`config.mk`:
```
export PLATFORM = sky130hd
export DESIGN_NAME = decoder_scan_sequencer_flat
export DESIGN_NICKNAME = d
export VERILOG_FILES = /design/src/rtl/decoder_scan_sequencer_if.sv /design/src/rtl/decoder_scan_sequencer.sv /design/src/flat_wrapper.sv
export SDC_FILE = /design/constraint.sdc
export NUM_CORES = 1
export LEC_CHECK = 0
export ABC_AREA = 1
export BUFFER_PORTS_ARGS = -buffer_cell sky130_fd_sc_hd__buf_4
export CORE_UTILIZATION = 60
export DETAILED_ROUTE_END_ITERATION = 10
export GPL_TIMING_DRIVEN = 0
export PLACE_DENSITY = 0.88
export SLEW_MARGIN = 20
export SYNTH_ARGS = -nofsm -noshare
export SYNTH_HDL_FRONTEND = slang
export SYNTH_SLANG_ARGS = --single-unit
export TNS_END_PERCENT = 100
```
`constraint.sdc`:
```
create_clock -name clk -period 5.8 [get_ports clk]
set_input_delay 0.58 -clock clk [delete_from_list [all_inputs] [get_ports clk]]
set_output_delay 0.58 -clock clk [all_outputs]
set_load 0.01 [all_outputs]
```
`src/rtl/decoder_scan_sequencer_if.sv`:
```
// Select-bus bundle between the scan sequencer and its controller/decoder.
// Latency: none, wires only.
// Backpressure: none; the consumer must accept every slot as it is presented.
interface decoder_scan_sequencer_if #(parameter int DWELL_W = 8);
  logic               start;
  logic               stop;
  logic               mode;
  logic [DWELL_W-1:0] dwell;
  logic [7:0]         skip_mask;
  logic               a;
  logic               b;
  logic               c;
  logic               sel_valid;
  logic               slot_done;
  logic               pass_done;
  logic               busy;

  modport master (
    output start, stop, mode, dwell, skip_mask,
    input  a, b, c, sel_valid, slot_done, pass_done, busy
  );

  modport slave (
    input  start, stop, mode, dwell, skip_mask,
    output a, b, c, sel_valid, slot_done, pass_done, busy
  );
endinterface

```
`src/rtl/decoder_scan_sequencer.sv`:
```
// Scans the 3x8 decoder select through unmasked slots 0..7, each held for a dwell time.
// Latency: first slot is presented the cycle after start is sampled; slots abut with no gaps.
// Backpressure: none; stop is honoured only at the end of the current slot.
module decoder_scan_sequencer #(
  parameter int DWELL_W = 8
) (
  input  logic clk,
  input  logic rst,
  decoder_scan_sequencer_if.slave bus
);

  typedef enum logic {IDLE, SCAN} state_t;

  state_t             state;
  logic [DWELL_W-1:0] cnt;
  logic [DWELL_W-1:0] dlen;
  logic               mode_q;
  logic [7:0]         live;          // 1 = slot participates in the scan
  logic [2:0]         slot;
  logic               stop_pending;
  logic               sel_valid_q;
  logic               busy_q;
  logic               slot_done_q;
  logic               pass_done_q;

  // Lowest participating slot index.
  function automatic logic [2:0] first_live(input logic [7:0] m);
    first_live = 3'd0;
    for (int i = 7; i >= 0; i--)
      if (m[i]) first_live = 3'(i);
  endfunction

  // Lowest participating slot index strictly above cur.
  function automatic logic [2:0] next_live(input logic [7:0] m, input logic [2:0] cur);
    next_live = 3'd0;
    for (int i = 7; i >= 0; i--)
      if (m[i] && (i > int'(cur))) next_live = 3'(i);
  endfunction

  // Whether any participating slot lies above cur.
  function automatic logic live_above(input logic [7:0] m, input logic [2:0] cur);
    live_above = 1'b0;
    for (int i = 0; i < 8; i++)
      if (m[i] && (i > int'(cur))) live_above = 1'b1;
  endfunction

  logic [DWELL_W-1:0] d_in;
  logic [7:0]         l_live;
  logic [2:0]         l_first;
  logic               l_after;
  logic               launch;
  logic [DWELL_W-1:0] last_cnt;
  logic [DWELL_W-1:0] cnt_inc;
  logic               nxt_found;
  logic [2:0]         tgt;
  logic               tgt_after;
  logic               slot_end;
  logic               finish;

  // Launch-time and slot-boundary decode, all from latched state except the launch terms.
  always_comb begin
    d_in      = (bus.dwell == '0) ? DWELL_W'(1) : bus.dwell;
    l_live    = ~bus.skip_mask;
    l_first   = first_live(l_live);
    l_after   = live_above(l_live, l_first);
    launch    = bus.start && !bus.stop && (bus.skip_mask != 8'hFF);
    last_cnt  = dlen - DWELL_W'(1);
    cnt_inc   = cnt + DWELL_W'(1);
    nxt_found = live_above(live, slot);
    tgt       = nxt_found ? next_live(live, slot) : first_live(live);
    tgt_after = live_above(live, tgt);
    slot_end  = (cnt == last_cnt);
    finish    = stop_pending || bus.stop || (!nxt_found && !mode_q);
  end

  // Scan FSM; every output is a register so status pulses line up with the held slot.
  always_ff @(posedge clk or posedge rst) begin
    if (rst) begin
      state        <= IDLE;
      cnt          <= '0;
      dlen         <= DWELL_W'(1);
      mode_q       <= 1'b0;
      live         <= 8'h00;
      slot         <= 3'd0;
      stop_pending <= 1'b0;
      sel_valid_q  <= 1'b0;
      busy_q       <= 1'b0;
      slot_done_q  <= 1'b0;
      pass_done_q  <= 1'b0;
    end else begin
      case (state)
        IDLE: begin
          stop_pending <= 1'b0;
          if (launch) begin
            state       <= SCAN;
            dlen        <= d_in;
            mode_q      <= bus.mode;
            live        <= l_live;
            slot        <= l_first;
            cnt         <= '0;
            sel_valid_q <= 1'b1;
            busy_q      <= 1'b1;
            slot_done_q <= (d_in == DWELL_W'(1));
            pass_done_q <= (d_in == DWELL_W'(1)) && !l_after;
          end
        end
        SCAN: begin
          if (slot_end) begin
            if (finish) begin
              state        <= IDLE;
              slot         <= 3'd0;
              cnt          <= '0;
              stop_pending <= 1'b0;
              sel_valid_q  <= 1'b0;
              busy_q       <= 1'b0;
              slot_done_q  <= 1'b0;
              pass_done_q  <= 1'b0;
            end else begin
              slot        <= tgt;
              cnt         <= '0;
              slot_done_q <= (dlen == DWELL_W'(1));
              pass_done_q <= (dlen == DWELL_W'(1)) && !tgt_after;
            end
          end else begin
            cnt          <= cnt_inc;
            stop_pending <= stop_pending || bus.stop;
            slot_done_q  <= (cnt_inc == last_cnt);
            pass_done_q  <= (cnt_inc == last_cnt) && !nxt_found;
          end
        end
        default: state <= IDLE;
      endcase
    end
  end

  assign bus.a         = slot[2];
  assign bus.b         = slot[1];
  assign bus.c         = slot[0];
  assign bus.sel_valid = sel_valid_q;
  assign bus.busy      = busy_q;
  assign bus.slot_done = slot_done_q;
  assign bus.pass_done = pass_done_q;

endmodule
```
`src/flat_wrapper.sv`:
```
// flat-port wrapper written by rule: the top's interface ports become plain ports
module decoder_scan_sequencer_flat 
#(
  parameter int DWELL_W = 8
)
  (clk, rst, bus_start, bus_stop, bus_mode, bus_dwell, bus_skip_mask, bus_a, bus_b, bus_c, bus_sel_valid, bus_slot_done, bus_pass_done, bus_busy);
  decoder_scan_sequencer_if #(.DWELL_W(DWELL_W)) bus_i ();
  input  logic clk;
  input  logic rst;
  input wire logic [$bits(bus_i.start)-1:0] bus_start;
  input wire logic [$bits(bus_i.stop)-1:0] bus_stop;
  input wire logic [$bits(bus_i.mode)-1:0] bus_mode;
  input wire logic [$bits(bus_i.dwell)-1:0] bus_dwell;
  input wire logic [$bits(bus_i.skip_mask)-1:0] bus_skip_mask;
  output wire logic [$bits(bus_i.a)-1:0] bus_a;
  output wire logic [$bits(bus_i.b)-1:0] bus_b;
  output wire logic [$bits(bus_i.c)-1:0] bus_c;
  output wire logic [$bits(bus_i.sel_valid)-1:0] bus_sel_valid;
  output wire logic [$bits(bus_i.slot_done)-1:0] bus_slot_done;
  output wire logic [$bits(bus_i.pass_done)-1:0] bus_pass_done;
  output wire logic [$bits(bus_i.busy)-1:0] bus_busy;
  assign bus_i.start = bus_start;
  assign bus_i.stop = bus_stop;
  assign bus_i.mode = bus_mode;
  assign bus_i.dwell = bus_dwell;
  assign bus_i.skip_mask = bus_skip_mask;
  assign bus_a = bus_i.a;
  assign bus_b = bus_i.b;
  assign bus_c = bus_i.c;
  assign bus_sel_valid = bus_i.sel_valid;
  assign bus_slot_done = bus_i.slot_done;
  assign bus_pass_done = bus_i.pass_done;
  assign bus_busy = bus_i.busy;
  decoder_scan_sequencer #(.DWELL_W(DWELL_W)) u_core (.clk(clk), .rst(rst), .bus(bus_i));
endmodule
```
* Word level (Yosys, flattened, before mapping)
Cells that the tools add are included. W data, S select, Z words.
Operators by class: add/subtract/negate cells 2, magnitude comparators 21, equal/unequal tests 9, multiplexer cells 71, bitwise operators 2, reductions and logical operators 38
Operator list (count):
- $mux W3 | 27
- $gt A3 B3 Y1 const A | 12
- $mux W1 | 34
- $logic_and A1 B1 Y1 | 27
- $mux W8 | 3
- $gt A2 B3 Y1 const A | 6
- $eq A8 B1 Y1 const B | 2
- $eq A8 B8 Y1 | 2
- $pmux W8 S2 | 1
- $pmux W1 S2 | 5
- $gt A1 B3 Y1 const A | 3
- $add A8 B1 Y8 const B | 1
- $logic_not A8 Y1 | 1
- $ne A8 B8 Y1 const B | 1
- $not A8 Y8 | 1
- $sub A8 B1 Y8 const B | 1
- $pmux W3 S2 | 1
- $logic_not A1 Y1 | 5
- $ne A2 B2 Y1 const B | 2
- $reduce_and A2 Y1 | 2
- $ne A3 B3 Y1 const B | 1
- $reduce_and A3 Y1 | 1
- $logic_or A1 B1 Y1 | 2
- $ne A2 B1 Y1 const B | 1
- $not A1 Y1 | 1
Storage, ports and cells: register bits 33, input bits 21, output and inout port bits 7, logic and storage cells 153

* Depth between registers and ports, before layout
Gate-level depths: netlist of run 1.
depth in word-level cells 24, depth in mapped cells 17

* Worst setup path after synthesis of run 1
No wires, ideal clock.
kind register to register, from reg u_core.dlen[0], to reg u_core.pass_done_q (netlist: u_core.bus.pass_done), setup time 65 ps, data arrival time 1968 ps, required time 5735 ps, slack 3767 ps, stages on the path, launching flop included 12, clock period less this slack 2033 ps, cells stage by stage dfstp_2 -> inv_2 -> ha_1 -> xnor2_1 -> or2_2 -> nor3_1 -> nand2_1 -> nor3_1 -> nand3_1 -> nand2_1 -> nand2_1 -> nand2_1
Between the ends: longest elaborated chain between the ends 5
RTL lines:
- from (decl) | line decoder_scan_sequencer.sv:16 | logic [DWELL_W-1:0] dlen;
- from (signal assigned) | line decoder_scan_sequencer.sv:96 | dlen <= d_in;
- $sub A8 B1 Y8 or $eq A8 B1 Y1 (tied branches) | line decoder_scan_sequencer.sv:67, decoder_scan_sequencer.sv:122
- $eq A8 B8 Y1 or $logic_and A1 B1 Y1 (tied branches) | line decoder_scan_sequencer.sv:128, decoder_scan_sequencer.sv:122
- $logic_and A1 B1 Y1 or $mux W1 (tied branches) | line decoder_scan_sequencer.sv:128, decoder_scan_sequencer.sv:109
- $mux W1 (*) | line decoder_scan_sequencer.sv:108 | if (slot_end) begin
- $pmux W1 S2 (*) | line decoder_scan_sequencer.sv:91 | case (state)
- to (signal assigned) | line decoder_scan_sequencer.sv:104 | pass_done_q <= (d_in == DWELL_W'(1)) && !l_after;
- to (signal assigned) | line decoder_scan_sequencer.sv:122 | pass_done_q <= (dlen == DWELL_W'(1)) && !tgt_after;
- to (signal assigned) | line decoder_scan_sequencer.sv:128 | pass_done_q <= (cnt_inc == last_cnt) && !nxt_found;
- to (decl) | line decoder_scan_sequencer.sv:24 | logic pass_done_q;
Every way passes the cells marked *; elsewhere a longest branch is shown, timed or not. A chain may end at the register's enable or synchronous reset.

* Final worst setup path of run 1
Ends and elaborated chain as after synthesis.

==> run summary, run 1 <==
switch share: 49.6%
Initial Utilization: 63.6%
1st-iter DRT viols: 198
worst reg-to-reg path cell count: 11
antenna violations before repair: 0
I/O pin count: 28
hold_buf cts: 0
combinational share of power: 58.8%
WP data required: 6.02 ns
Distinct cells, synth: 37
clk slew on worst S/H paths: 0.07 ns
TritonCTS clock tree: yes
Core Area: 3720 um2
Worst slew margin: 55.5%
CP most frequent cell: nand2_1
vias in the first global route: 2126
Sequential Power Share: 29.6%
worst skew pair latency: 0.28 ns
crit path time final: 2.30 ns
Worst R2R Start: u_core.dlen[0]
final hold slack: 0.390 ns
largest net degree at the start of global routing: 34
Remaining DRCs: 0
Peak VDD IR: 0.325 mV
# H-tree levels: 2
CP endpoint kind: register
Num CTS Buffers: 5
Ant. Diodes: 0
vias: 2301
Synth Net Count: 358
Ys Warns: 0
synthesized area per cell: 7.08 um2
post-place setup slack: 3.55 ns
Pleak: 0.00134 uW
Final setup viols: 0
Crit. Startpoint: u_core.dlen[0]
drt total wl: 5580 um
cells along the critical path: inv_2 > ha_1 > xnor2_1 > or2_2 > nor3_1 > nand2_1 > nor3_1 > nand3_1 > nand2_1 > nand2_1 > nand2_1
post-synthesis sequential area ratio: 35.0%
post-route setup TNS: 0 ns
type of origin of the critical path: register
Worst path max stage delay: 0.56 ns
power per cell area: 570 nW/um2
TritonRoute pass-1 iters: 7
Placer Congestion: 0.886
Die ar.: 4200 um2
PnR worst setup slack: 3.50 ns
Final Hold Viols: 0
worst slew pin tran: 0.667 ns
I/O Buffers: 27
row count: 22
drt wl/cell: 13.4 um
crit-path max FO: 5
Die X-Extent: 64.8 um
Layout Nets: 392
GRT Resource Usage Total: 29.5%
count leader, synth: nand2_1
CP arrival: 2.52 ns
Post-Layout Cell Count: 417
Area contributors post-synth: dfrtp_1 34%, nand2_1 15%, inv_1 6.5%
Switch Pwr: 768 uW
DR vias/cell: 5.52
CP Class: reg -> reg
Max Slew Vio Count: 0
CP bufs+invs: 1
flop2flop setup slack: 3.50 ns
Slowest cell on crit path: dfstp_2
placed insts: 409
asr flop ratio synth: 100%
Post-CTS Setup Bufs: 0
Synth top area share: 33.9%
largest area contributor in the netlist: dfrtp_1
CP endpoint: u_core.bus.pass_done
CTS Sinks: 33
flops & latches, synth: 33
critical path's top delay family: simple AND/OR/NAND/NOR gates
share of cells above drive strength 1: 20.6%
EDFF count, synth: 0
first-pass GRT wire length: 9440 um
synth-to-layout area growth: 14.9%
Syn Inst Count: 334
hold crit path type: in -> async
status: complete, no violations
Die Height: 64.8 um
max cap viols: 0
Routed Antenna Nets: 0
CTS root buf: clkbuf_8
reg2reg end: u_core.bus.pass_done
ys flop type: dfrtp_1
post-cts sizing count: 0
CP Depth: 11
Syn Std Cell Area: 2360 um2
RSZ-0062 raised after global routing: false
top post-synthesis cells by count: 94 x nand2_1, 41 x inv_1, 32 x dfrtp_1, 26 x nand3_1, 25 x o21ai_0
Internal Pwr Total: 780 uW
clock power share: 11.7%
DPL Wire Length: 4170 um
Clock Skew: 0.00616 ns
fin crit share: 39.7%
Overflow after GRT: 0
CTS max path bufs: 2
FMAX: 435 MHz
==> stage by stage <==
step	utilization (%)	cell area, um2	power [uW]
2_1_floorplan	-	2360	1150
3_3_place_gp	70.7	2630	1320
3_5_place_dp	70.7	2630	1350
4_1_cts	73.1	2720	1540
5_1_grt	73.1	2720	1690
6_report	73.1	2720	1550
==> worst register-to-register path, delay by kind of cell, from the launching register on <==
family / cells / cell delay [ns]
buf+inv: 1 / 0.07
flops: 1 / 0.56
xor+xnor: 1 / 0.13
simple gates: 8 / 1.12
fa+ha+maj: 1 / 0.34
==> power groups by stage <==
stage               registers (uW)  clock network (uW)  logic (uW)
finish                         458                 180         910
global route                   471                 195        1020
CTS                            455                 182         904
detailed placement             457                   0         889
global placement               451                   0         866
floorplan                      435                   0         714
==> flip-flops by register name, indices dropped and copies added, names as in the netlist <==
name / cells
u_core.bus.sel_valid: 1
u_core.bus.pass_done: 1
u_core.dlen: 8
u_core.live: 8
u_core.mode_q: 1
u_core.stop_pending: 1
u_core.cnt: 8
u_core.slot: 3
u_core.bus.slot_done: 1
u_core.state: 1
==> how the worst min path moves through the flow <==
stage,start,to,slack [ns],depth (start not counted)
detailed placement,u_core.live[0],u_core.live[0],0.48,2
floorplan,u_core.live[0],u_core.live[0],0.45,2
CTS,rst,u_core.slot[0],0.43,2
global route,rst,u_core.slot[1],0.45,2
global placement,u_core.live[0],u_core.live[0],0.47,2
finish,rst,u_core.slot[2],0.39,2
==> placed cells by master (no fill, tap or decap), drive strengths merged, types with 2 or more instances in the layout <==
cell type | Yosys | routed
xor2 | 8 | 8
o22ai | 9 | 9
o21ai | 29 | 29
clkbuf | 3 | 11
o211ai | 2 | 2
inv | 47 | 47
nor2 | 35 | 35
nand4 | 2 | 2
buf | 2 | 29
nand3 | 30 | 30
xnor2 | 5 | 5
nand2 | 105 | 105
a31oi | 2 | 2
a21oi | 6 | 6
dfrtp | 32 | 32
nor3 | 6 | 6
ha | 3 | 3
==> cells by family (layout without fill, tap and decap cells) <==
group / Yosys count / count (layout) / share of synthesized area (%)
AND/OR/NAND/NOR: 180 / 180 / 37.0
buffers and inverters: 53 / 88 / 8.84
AO/OA/AOI/OAI: 52 / 52 / 12.8
flip-flops: 33 / 33 / 35.0
XOR/XNOR: 13 / 13 / 4.81
adder cells (fa/ha/maj): 3 / 3 / 1.59
==> area by class of cell <==
cell class                      count  area (um2)
Multi-Input combinational cell    248        1330
Clock buffer                        8        90.1
Timing Repair Buffer               27         203
Sequential cell                    33         827
Buffer                              5        23.8
Tap cell                           48        60.1
Fill cell                         305         998
Inverter                           48         185
==> layer usage <==
| layer | wire length, um | share of wire, % | GRT usage (%) | vias up |
|---|---|---|---|---|
| met3 | 424 | 7.6 | 5.28 | 13 |
| met1 | 2550 | 46 | 41.7 | 1041 |
| li1 | - | - | - | 1144 |
| met5 | 0 | 0 | 0 | - |
| met2 | 2520 | 45 | 46.1 | 103 |
| met4 | 87 | 1.6 | 8.61 | 0 |
Power figures use the tool's default switching activity.
==> run 2: changes to the inputs <==
--- a/config.mk
+++ b/config.mk
@@ -7,10 +7,10 @@
 export LEC_CHECK = 0
 export ABC_AREA = 1
 export BUFFER_PORTS_ARGS = -buffer_cell sky130_fd_sc_hd__buf_4
-export CORE_UTILIZATION = 60
+export CORE_UTILIZATION = 53
 export DETAILED_ROUTE_END_ITERATION = 10
 export GPL_TIMING_DRIVEN = 0
-export PLACE_DENSITY = 0.88
+export PLACE_DENSITY = 0.82
 export SLEW_MARGIN = 20
 export SYNTH_ARGS = -nofsm -noshare
 export SYNTH_HDL_FRONTEND = slang
==> constraint.sdc (replaced) <==
create_clock -name clk -period 2 [get_ports clk]
set_input_delay 0.2 -clock clk [delete_from_list [all_inputs] [get_ports clk]]
set_output_delay 0.2 -clock clk [all_outputs]
set_load 0.01 [all_outputs]
==> run 2 against run 1 <==
Effect of this change: final area increased by 4.2%; sequential share of layout area fell by 1.2 points; register-to-register slack got worse by 3.5 ns; largest power group unchanged.
==> run summary, run 2 (synthesis results as in run 1) <==
status: complete, no violations
biggest registers after layout: u_core.cnt x8, u_core.dlen x8, u_core.live x8
max cap viols: 0 (unchanged)
Die X-Extent: 68.8 um (+6.2%)
1st-iter DRT viols: 165 (-17%)
Post-DP Area: 2640 um2 (+0.29%)
# H-tree levels: 2 (unchanged)
Post-Layout Cell Count: 426 (+2.2%)
critical path's top delay family: simple AND/OR/NAND/NOR gates
TritonCTS clock tree: yes
Worst path max stage delay: 0.56 ns (about the same)
drt wl/cell: 14.0 um (+4.8%)
vias in the first global route: 2243 (+5.5%)
antenna violations before repair: 0 (unchanged)
most frequent cells in the layout: 92 x nand2_1, 39 x inv_1, 35 x buf_4
cells along the critical path: inv_4 > ha_4 > xor2_1 > nand2_1 > nor2_2 > nand3_2 > nor2_4 > nand2_4 > nand2_8 > nand2_4 > clkinv_4 > nor2_2 > a31oi_2
worst slew pin tran: 0.689 ns (+0.0220 ns)
DPL Wire Length: 4220 um (+1.3%)
Core Area: 4140 um2 (+12%)
I/O Buffers: 27 (unchanged)
Max Slew Vio Count: 0 (unchanged)
met2 WL: 2880 um (+14%)
RSZ-0062 raised after global routing: true
FMAX: 505 MHz (+16%)
CTS max path bufs: 2 (unchanged)
Remaining DRCs: 0 (unchanged)
CP endpoint kind: register
CP Class: reg -> reg
Final Hold Viols: 0 (unchanged)
most common cell after layout, fill and taps aside: nand2_1
DR top layer: met4
clk slew on worst S/H paths: 0.07 ns (about the same)
Final setup viols: 0 (unchanged)
WL met3: 467 um (+10%)
placed insts: 411 (+0.49%)
DR vias/cell: 5.46 (-0.96%)
share of cells above drive strength 1: 25.5% (+4.9 points)
type of origin of the critical path: register
Slowest cell on crit path: dfstp_2
hold_buf cts: 0 (unchanged)
fin crit share: 99.1% (+59 points)
Peak VDD IR: 1.14 mV (+250%)
post-place setup slack: -0.211 ns (-3.76 ns)
Initial Utilization: 57.1% (-6.6 points)
row count: 23 (+4.5%)
Layout Nets: 399 (+1.8%)
Metal-1 WL: 2520 um (-0.83%)
Overflow after GRT: 0 (unchanged)
drt total wl: 5980 um (+7.1%)
CTS Sinks: 33 (unchanged)
GRT Resource Usage Total: 28.9% (-0.66 points)
CP arrival: 2.20 ns (-0.32 ns)
WP data required: 2.21 ns (-3.81 ns)
worst skew pair latency: 0.29 ns (about the same)
Num CTS Buffers: 5 (unchanged)
post-route setup TNS: 0 ns (unchanged)
Placer Congestion: 0.865 (-2.4%)
CTS root buf: clkbuf_8
first-pass GRT wire length: 9940 um (+5.3%)
Clock Skew: 0.00389 ns (-0.00227 ns)
TritonRoute pass-1 iters: 7 (unchanged)
hold crit path type: in -> async
crit path time final: 1.98 ns (-0.320 ns)
Pleak: 0.00140 uW (+4.2%)
power per cell area: 1690 nW/um2 (+200%)
fill count: 345 (+13%)
Die Height: 68.8 um (+6.2%)
CP bufs+invs: 2 (+1)
Worst slew margin: 54.0% (-1.5 points)
Ant. Diodes: 0 (unchanged)
vias: 2328 (+1.2%)
largest net degree at the start of global routing: 34 (unchanged)
PnR worst setup slack: 0.0181 ns (-3.48 ns)
fin area: 2830 um2 (+4.2%)
I/O pin count: 28 (unchanged)
Routed Antenna Nets: 0 (unchanged)
crit-path max FO: 6 (+1)
synth-to-layout area growth: 19.7%
Die ar.: 4730 um2 (+13%)
[run 2: cell count changes in the layout (fill, tap and decap cells not counted), moves of 2 or more]
cell and delta:
xor2_1 -2, nand2_1 -2, buf_4 +7, nor3_2 +2, clkinv_2 +2, nor3_1 -2
xor2_2 +2, nand2_2 +2
[run 2: final timing paths]
kind / start / end / slack (ns) / cells after the start
worst max-delay path: u_core.dlen[0] / u_core.slot[1] / 0.02 / 13
worst min-delay path: rst / u_core.slot[0] / 0.02 / 2
worst max register to register: u_core.dlen[0] / u_core.slot[1] / 0.02 / 13
worst min register to register: u_core.live[0] / u_core.live[0] / 0.50 / 2
max in group asynchronous: rst / u_core.dlen[4] / 1.53 / 2
min in group clk: bus_skip_mask[7] / u_core.live[7] / 0.13 / 2
[run 2: what timing repair did]
action | in CTS | in global routing
resized for setup | 7 | 6
hold endpoints to repair | 0 | 0
setup buffers | 5 | 2
setup endpoints to repair | 6 | 14
pin swaps | 9 | 5
[run 2: worst register-to-register path: cells and delay by family (launching register included)]
family | cells | cell delay (ns)
and+or+nand+nor | 8 | 0.70
buffers and inverters | 2 | 0.12
AOI/OAI and AO/OA | 1 | 0.12
xor gates and xnor gates | 1 | 0.15
adders and majority gates | 1 | 0.27
DFF | 1 | 0.56
[run 2: area by class of cell]
cell class	instances	area, um2	area share (%)
Multi-Input combinational cell	248	1390	49.2
Sequential cell	33	827	29.2
Timing Repair Buffer	34	255	9.01
Inverter	48	188	6.63
Clock buffer	6	72.6	2.56
Tap cell	50	62.6	2.21
Buffer	5	23.8	0.840
Clock inverter	2	10.0	0.354
[run 2: routing by layer]
metal  GRT usage [%]  up-vias
met5               0        -
met4            12.2        0
met3            4.77       11
met2            47.4      107
met1            37.5     1051
li1                -     1159
[run 2: power breakdown]
part           switching (uW)  internal [uW]
clock network             260            241
logic                    1770           1180
registers                 358            974
[run 2: stage by stage]
step | util, % | hold WS [ns] | power, uW
2_1_floorplan | - | 0.312 | 3340
3_3_place_gp | 63.6 | 0.409 | 3850
3_5_place_dp | 63.6 | 0.368 | 3920
4_1_cts | 67.2 | 0.0574 | 4610
5_1_grt | 68.3 | 0.0998 | 5170
6_report | 68.3 | 0.0210 | 4780
